==> config.mk <==
export PLATFORM = sky130hd
export DESIGN_NAME = ctrl_mac_flat
export DESIGN_NICKNAME = d
export VERILOG_FILES = /design/src/rtl/ctrl_mac_if.sv /design/src/rtl/ctrl_mac.sv /design/src/flat_wrapper.sv
export SDC_FILE = /design/constraint.sdc
export NUM_CORES = 1
export LEC_CHECK = 0
export CELL_PAD_IN_SITES_DETAIL_PLACEMENT = 1
export CELL_PAD_IN_SITES_GLOBAL_PLACEMENT = 1
export CORE_UTILIZATION = 43
export CTS_BUF_LIST = sky130_fd_sc_hd__clkbuf_4 sky130_fd_sc_hd__clkbuf_8 sky130_fd_sc_hd__clkbuf_16
export DETAILED_ROUTE_END_ITERATION = 10
export PLACE_DENSITY_LB_ADDON = 0.1
export SYNTH_ARGS = -nofsm -noshare
export SYNTH_HDL_FRONTEND = slang
export SYNTH_SLANG_ARGS = --single-unit
==> constraint.sdc <==
create_clock -name clk -period 7.5 [get_ports clk]
set_clock_uncertainty 0.05 [all_clocks]
set_input_delay 1.5 -clock clk [delete_from_list [all_inputs] [get_ports clk]]
set_output_delay 1.5 -clock clk [all_outputs]
set_load 0.02 [all_outputs]
==> src/rtl/ctrl_mac_if.sv <==
// ctrl_bus: start/valid/stop control stream between pipeline stages.
interface ctrl_bus;
  logic start;
  logic valid;
  logic stop;

  modport in (input start, valid, stop);
  modport out (output start, valid, stop);
endinterface

==> src/rtl/ctrl_mac.sv <==
// ctrl_mac: beat counter and strobe pipeline in front of the bias stage.
// Protocol checks on err are built only with `define CTRL_MAC_CHECK_EN.
module ctrl_mac #(
  parameter int D_MAC = 3,
  parameter int LEN_W = 16
) (
  input  logic             clk,
  input  logic             xrst,
  ctrl_bus.in              in_ctrl,
  input  logic [LEN_W-1:0] in_len,
  ctrl_bus.out             out_ctrl,
  output logic             mac_first,
  output logic             mac_oe,
  output logic             busy,
  output logic             err
);
  typedef enum logic [1:0] {IDLE, ACC, DRAIN} state_t;

  typedef struct packed {
    logic start;
    logic first;
    logic last;
    logic stop;
  } tag_t;

  state_t           state;
  state_t           state_nxt;
  logic [LEN_W-1:0] len_q;
  logic [LEN_W-1:0] cnt;
  logic [LEN_W-1:0] cnt_nxt;
  logic [3:0]       dcnt;
  tag_t             sr [D_MAC];
  tag_t             tag;
  logic             acc;
  logic             beat;
  logic             is_first;
  logic             is_last;
  logic             stop_acc;
  logic             q_start;
  logic             q_valid;
  logic             q_stop;

  // dcnt times the drain so DRAIN ends as the stop leaves the pipe
  always_ff @(posedge clk) begin
    if (!xrst) begin
      state <= IDLE;
      dcnt  <= '0;
    end else begin
      state <= state_nxt;
      if (stop_acc)
        dcnt <= 4'(D_MAC - 1);
      else if (dcnt != '0)
        dcnt <= dcnt - 4'd1;
    end
  end

  always_comb begin
    state_nxt = state;
    unique case (state)
      IDLE: if (in_ctrl.start) state_nxt = ACC;
      ACC: if (stop_acc) state_nxt = DRAIN;
      DRAIN: begin
        if (in_ctrl.start)
          state_nxt = ACC;
        else if (dcnt == '0)
          state_nxt = IDLE;
      end
      default: state_nxt = IDLE;
    endcase
  end

  always_comb begin
    acc      = (state == ACC);
    beat     = acc && in_ctrl.valid && !in_ctrl.start;
    is_first = beat && (cnt == '0);
    is_last  = beat && (cnt == len_q - LEN_W'(1));
    stop_acc = acc && in_ctrl.stop && !in_ctrl.start;
    tag      = '{start: in_ctrl.start, first: is_first,
                 last: is_last, stop: stop_acc};
  end

  always_comb begin
    cnt_nxt = cnt;
    if (in_ctrl.start)
      cnt_nxt = '0;
    else if (beat)
      cnt_nxt = is_last ? '0 : cnt + LEN_W'(1);
  end

  always_ff @(posedge clk) begin
    if (!xrst) begin
      len_q   <= '0;
      cnt     <= '0;
      busy    <= 1'b0;
      q_start <= 1'b0;
      q_valid <= 1'b0;
      q_stop  <= 1'b0;
      for (int i = 0; i < D_MAC; i++)
        sr[i] <= '0;
    end else begin
      cnt  <= cnt_nxt;
      busy <= (state != IDLE);
      if (in_ctrl.start)
        len_q <= (in_len == '0) ? LEN_W'(1) : in_len;
      sr[0] <= tag;
      for (int i = 1; i < D_MAC; i++)
        sr[i] <= sr[i-1];
      q_start <= sr[D_MAC-1].start;
      q_valid <= sr[D_MAC-1].last;
      q_stop  <= sr[D_MAC-1].stop;
    end
  end

  assign mac_first      = sr[D_MAC-1].first;
  assign mac_oe         = sr[D_MAC-1].last;
  assign out_ctrl.start = q_start;
  assign out_ctrl.valid = q_valid;
  assign out_ctrl.stop  = q_stop;

`ifdef CTRL_MAC_CHECK_EN
  logic viol;

  always_comb begin
    viol = (state == IDLE && in_ctrl.valid && !in_ctrl.start)
        || (stop_acc && cnt_nxt != '0)
        || (acc && in_ctrl.start && cnt != '0)
        || (in_ctrl.start && in_len == '0);
  end

  always_ff @(posedge clk) begin
    if (!xrst)
      err <= 1'b0;
    else if (viol)
      err <= 1'b1;
  end
`else
  assign err = 1'b0;
`endif
endmodule

==> src/flat_wrapper.sv <==
// flat-port wrapper written by rule: the top's interface ports become plain ports
module ctrl_mac_flat 
#(
  parameter int D_MAC = 3,
  parameter int LEN_W = 16
)
  (clk, xrst, in_len, mac_first, mac_oe, busy, err, in_ctrl_start, in_ctrl_valid, in_ctrl_stop, out_ctrl_start, out_ctrl_valid, out_ctrl_stop);
  ctrl_bus in_ctrl_i ();
  ctrl_bus out_ctrl_i ();
  input  logic clk;
  input  logic xrst;
  input  logic [LEN_W-1:0] in_len;
  output logic mac_first;
  output logic mac_oe;
  output logic busy;
  output logic err;
  input wire logic [$bits(in_ctrl_i.start)-1:0] in_ctrl_start;
  input wire logic [$bits(in_ctrl_i.valid)-1:0] in_ctrl_valid;
  input wire logic [$bits(in_ctrl_i.stop)-1:0] in_ctrl_stop;
  output wire logic [$bits(out_ctrl_i.start)-1:0] out_ctrl_start;
  output wire logic [$bits(out_ctrl_i.valid)-1:0] out_ctrl_valid;
  output wire logic [$bits(out_ctrl_i.stop)-1:0] out_ctrl_stop;
  assign in_ctrl_i.start = in_ctrl_start;
  assign in_ctrl_i.valid = in_ctrl_valid;
  assign in_ctrl_i.stop = in_ctrl_stop;
  assign out_ctrl_start = out_ctrl_i.start;
  assign out_ctrl_valid = out_ctrl_i.valid;
  assign out_ctrl_stop = out_ctrl_i.stop;
  ctrl_mac #(.D_MAC(D_MAC), .LEN_W(LEN_W)) u_core (.clk(clk), .xrst(xrst), .in_ctrl(in_ctrl_i), .in_len(in_len), .out_ctrl(out_ctrl_i), .mac_first(mac_first), .mac_oe(mac_oe), .busy(busy), .err(err));
endmodule
==> results.txt <==
----------------------------------------------------
[Power and ir drop]
  Static leakage power ... 1.19 nW
  Clock network fraction of total power ... 0.311
  Power Dens Cells ... 185 nW/um^2
  Portion of total power attributed to sequential cells ... 0.543
  NetSw ... between 150 and 200 uW
  Combinational share of power ... 0.146
  Internal power ... between 400 and 500 uW
  Switching Fraction ... 0.282
  VDD IR-drop max ... ~0.11 mV

[Cells and area]
  Growth of design area from synthesis to finish ... 14.1%
  Non-filler instance count after layout ... 390
  Fraction of layout cells with a size suffix above 1 ... 0.0508
  Net total in the final layout ... between 300 and 400
  Number of filler instances in the final layout ... around 710
  Antenna Cells ... 0

[Route]
  Post-DR vias/cell ... ~5.5
  Number of DRC violations after detailed-routing iteration 0 ... 41
  DRC violation count after routing ... 0
  Routed Antenna Nets ... 0
  Aggregate routed wire length ... 6.01 mm
  DRT Pass-1 Iters ... 4
  Wire per inst ... 15.4 um
  Total via count in the routed design ... roughly 2200

[Critical path]
  Critical path start-end classification ... primary input to flip-flop
  Worst Setup EP ... u_core.cnt[12]
  Endpoint of the worst register-to-register path ... u_core.cnt[12]
  Startpoint type of the worst setup path ... primary input
  Reg-to-reg slack, setup ... between 4 and 5 ns
  Worst reg-to-reg path cell count ... 6
  Capturing element type of the critical path ... flip-flop
  Max FO, Critical Path ... 20
  Data arrival time of the critical path ... ~4.5 ns
  Start point of the critical path ... in_ctrl_start
  Data required, critical path ... 7.63 ns
  Startpoint of the worst-slack reg-to-reg timing path ... u_core.len_q[0]

[Floorplanning]
  Die extent in y ... slightly above 80 um
  Die Outline Area ... about 6500 sq um
  Floorplan Core Area ... a little under 6000 sq um
  Die width ... 80.8 um
  Number of core rows ... 28
  Top-Level Pins ... 28
  Initial Utilization ... 0.448

[Logic synthesis]
  Number of flops mapped to enable cells by yosys ... 0
  Number of synthesized register bits ... 54
  Most common flop cell mapped by yosys ... sky130_fd_sc_hd__dfxtp_1
  Cell count after synthesis ... 296
  Yosys Warn Count ... 0
  Post-Syn Nets ... 320
  Post-synthesis area per instance ... 9.01 sq um
  Post-synthesis instance area ... approximately 2700 sq um
  Fraction of registers with async set/reset ... 0
  Part of the Yosys area used for sequential elements ... 0.405
  Distinct cells, synth ... 51

[Clocking]
  Clock transition at the registers of the reported paths ... approximately 0.1 ns
  CTS H-tree depth ... 2
  Total CTS buffers ... 5
  Clock tree buffer depth ... 2
  Clk root buf ... sky130_fd_sc_hd__clkbuf_8
  Source-to-sink clock delay at the later pin of the worst-skew pair ... between 0.3 and 0.4 ns
  Postcts setup bufs ... 0
  Clock tree from TritonCTS ... built
  Total of cells resized after clock tree synthesis ... 0
  # clock sinks ... between 50 and 60
  Hold Buf Count CTS ... 0

[STA]
  Highest clock frequency the design can meet ... between 200 and 250 MHz
  Fraction of the cycle the final worst path needs ... 0.576
  Setup_tns ... 0 ns
  Count of endpoints failing setup in the final report ... 0
  Hold violation count in the final report ... 0
  Crit path time final ... 4.32 ns
  Worst slew margin relative to its limit ... 0.302
  Unrepaired setup endpoints after global routing ... no
  Tightest Pin Transition ... approximately 1.0 ns
  Hold WS ... around 0.40 ns
  Number of pins exceeding their max-slew limit in the final report ... 0

[Global route]
  Global route total overflow ... 0
  Via count of the first global-routing pass ... ~2100
  Global router's overall resource usage ... 0.199
  Antenna violations before repair ... 0
  First-pass GRT wire length ... about 10 mm
  Largest net degree at the start of global routing ... 21

[Place]
  Routability cong. ... approximately 0.8
  Placed wire-length estimate after detailed placement ... 4.54 mm
  Total instance count after detailed placement ... 382
  I/O Buffers ... 26

[Min path]
  Hold depth ... 1
  Kind of path behind the tightest hold check ... flip-flop to flip-flop

[Status]
  Outcome ... completed

[Flow run]
  Maximum Capacitance Violations ... 0

----------------------------------------------------
how the worst min path moves through the flow:
stage,endpoint,start
after global routing,u_core.sr[0][6],u_core.sr[0][2]
after floorplan,u_core.sr[0][11],u_core.sr[0][7]
final,u_core.sr[0][9],u_core.sr[0][5]
after CTS,u_core.sr[0][4],u_core.sr[0][0]
after global placement,u_core.sr[0][4],u_core.sr[0][0]
after detailed placement,u_core.sr[0][9],u_core.sr[0][5]
metal layers:
metal	share of wire	vias to the layer above	track usage
met3	0.034	14	0.0360
met5	0	-	0
li1	-	1075	-
met4	0.022	0	0.0786
met1	0.49	1026	0.259
met2	0.46	45	0.324
cells in the final DEF (no fill, tap or decap), types with 3 or more instances in the layout:
| cell | instances |
|---|---|
| sky130_fd_sc_hd__dfxtp_1 | 54 |
| sky130_fd_sc_hd__nor2_1 | 42 |
| sky130_fd_sc_hd__clkdlybuf4s50_1 | 26 |
| sky130_fd_sc_hd__xor2_1 | 16 |
| sky130_fd_sc_hd__xnor2_1 | 15 |
| sky130_fd_sc_hd__mux2i_1 | 15 |
| sky130_fd_sc_hd__nor3_1 | 12 |
| sky130_fd_sc_hd__and2_1 | 12 |
| sky130_fd_sc_hd__nand2_1 | 10 |
| sky130_fd_sc_hd__nor4_1 | 10 |
| sky130_fd_sc_hd__inv_1 | 9 |
| sky130_fd_sc_hd__nand4_1 | 8 |
| sky130_fd_sc_hd__o21ai_0 | 7 |
| sky130_fd_sc_hd__nand3_1 | 7 |
| sky130_fd_sc_hd__and3_1 | 6 |
| sky130_fd_sc_hd__a21oi_1 | 6 |
| sky130_fd_sc_hd__clkbuf_8 | 5 |
| sky130_fd_sc_hd__or3_1 | 4 |
| sky130_fd_sc_hd__nor2b_1 | 4 |
| sky130_fd_sc_hd__nor3b_1 | 3 |
| sky130_fd_sc_hd__ha_1 | 3 |
kinds of logic (layout without fill, tap and decap cells):
group | after synthesis | in the layout | share of synthesized area
AOI/OAI and AO/OA | 34 | 34 | 0.0999
other | 1 | 1 | 0.00141
adders and majority gates | 3 | 3 | 0.0141
xor gates and xnor gates | 32 | 32 | 0.111
muxes | 15 | 15 | 0.0563
buffers and inverters | 24 | 43 | 0.0408
and+or+nand+nor | 133 | 133 | 0.272
DFF | 54 | 54 | 0.405
sequential cells by signal, indices dropped and copies added, names as in the netlist:
register               flops
u_core.busy                1
u_core.cnt                16
u_core.dcnt                4
u_core.len_q              16
u_core.out_ctrl.start      1
u_core.out_ctrl.stop       1
u_core.out_ctrl.valid      1
u_core.sr                 12
u_core.state               2
through the flow:
| stage | setup slack, ns | total power [mW] | cell area, sq um | utilization |
|---|---|---|---|---|
| global placement | 2.90 | 0.392 | 2950 | 0.495 |
| detailed placement | 2.81 | 0.393 | 2950 | 0.495 |
| floorplan | 4.41 | 0.366 | 2670 | - |
| global route | 2.98 | 0.586 | 3040 | 0.511 |
| finish | 3.18 | 0.563 | 3040 | 0.511 |
| CTS | 3.15 | 0.570 | 3040 | 0.511 |
worst max-delay path, cell delays in order:
cell,delay [ns]
sky130_fd_sc_hd__clkdlybuf4s50_1,0.95
sky130_fd_sc_hd__and4bb_1,0.64
sky130_fd_sc_hd__o2111a_1,0.25
sky130_fd_sc_hd__o2111a_1,0.17
sky130_fd_sc_hd__nand4_1,0.21
sky130_fd_sc_hd__o311ai_4,0.61
sky130_fd_sc_hd__nor2_1,0.11
power groups by stage:
stage	clock, mW	combinational, mW	sequential, mW
after floorplan	0	0.0572	0.309
after global placement	0	0.0800	0.312
after detailed placement	0	0.0814	0.312
after CTS	0.182	0.0821	0.305
after global routing	0.188	0.0904	0.307
final	0.175	0.0821	0.305
synth_stat cells (2+ instances only):
cell                       number  area share
sky130_fd_sc_hd__and4_1         2      0.0066
sky130_fd_sc_hd__inv_1          9       0.013
sky130_fd_sc_hd__o2111a_1       2      0.0084
sky130_fd_sc_hd__and2_1        12       0.028
sky130_fd_sc_hd__or4_4          2      0.0084
sky130_fd_sc_hd__a21oi_1        6       0.011
sky130_fd_sc_hd__mux2i_1       15       0.056
sky130_fd_sc_hd__or3_1          4      0.0094
sky130_fd_sc_hd__xnor2_1       15       0.049
sky130_fd_sc_hd__a32oi_1        2      0.0066
sky130_fd_sc_hd__xor2_1        16       0.053
sky130_fd_sc_hd__nand2b_1       2      0.0047
sky130_fd_sc_hd__nand2_1       10       0.014
sky130_fd_sc_hd__and3_1         6       0.014
sky130_fd_sc_hd__buf_6          2      0.0084
sky130_fd_sc_hd__o21ai_0        7       0.013
sky130_fd_sc_hd__nor2_1        42       0.059
sky130_fd_sc_hd__nand4_1        8       0.019
sky130_fd_sc_hd__nor3b_1        3      0.0084
sky130_fd_sc_hd__or4_1          2      0.0056
sky130_fd_sc_hd__nand3_1        7       0.013
sky130_fd_sc_hd__nor4_1        10       0.023
sky130_fd_sc_hd__nor3_1        12       0.023
sky130_fd_sc_hd__dfxtp_1       54        0.41
sky130_fd_sc_hd__o211ai_1       2      0.0056
sky130_fd_sc_hd__a211oi_1       2      0.0056
sky130_fd_sc_hd__ha_1           3       0.014
sky130_fd_sc_hd__nor2b_1        4      0.0094
sky130_fd_sc_hd__and3b_1        2      0.0066
sky130_fd_sc_hd__clkbuf_1      11       0.015
sky130_fd_sc_hd__or3b_2         2      0.0066
cell type report:
cell class,instances,area [sq um],area share
Multi-Input combinational cell,218,1480,0.485
Timing Repair Buffer,26,260,0.0855
Clock inverter,3,28.8,0.00945
Sequential cell,54,1080,0.355
Inverter,9,33.8,0.0111
Tap cell,75,93.8,0.0308
Clock buffer,5,68.8,0.0226
Power figures use the tool's default switching activity.
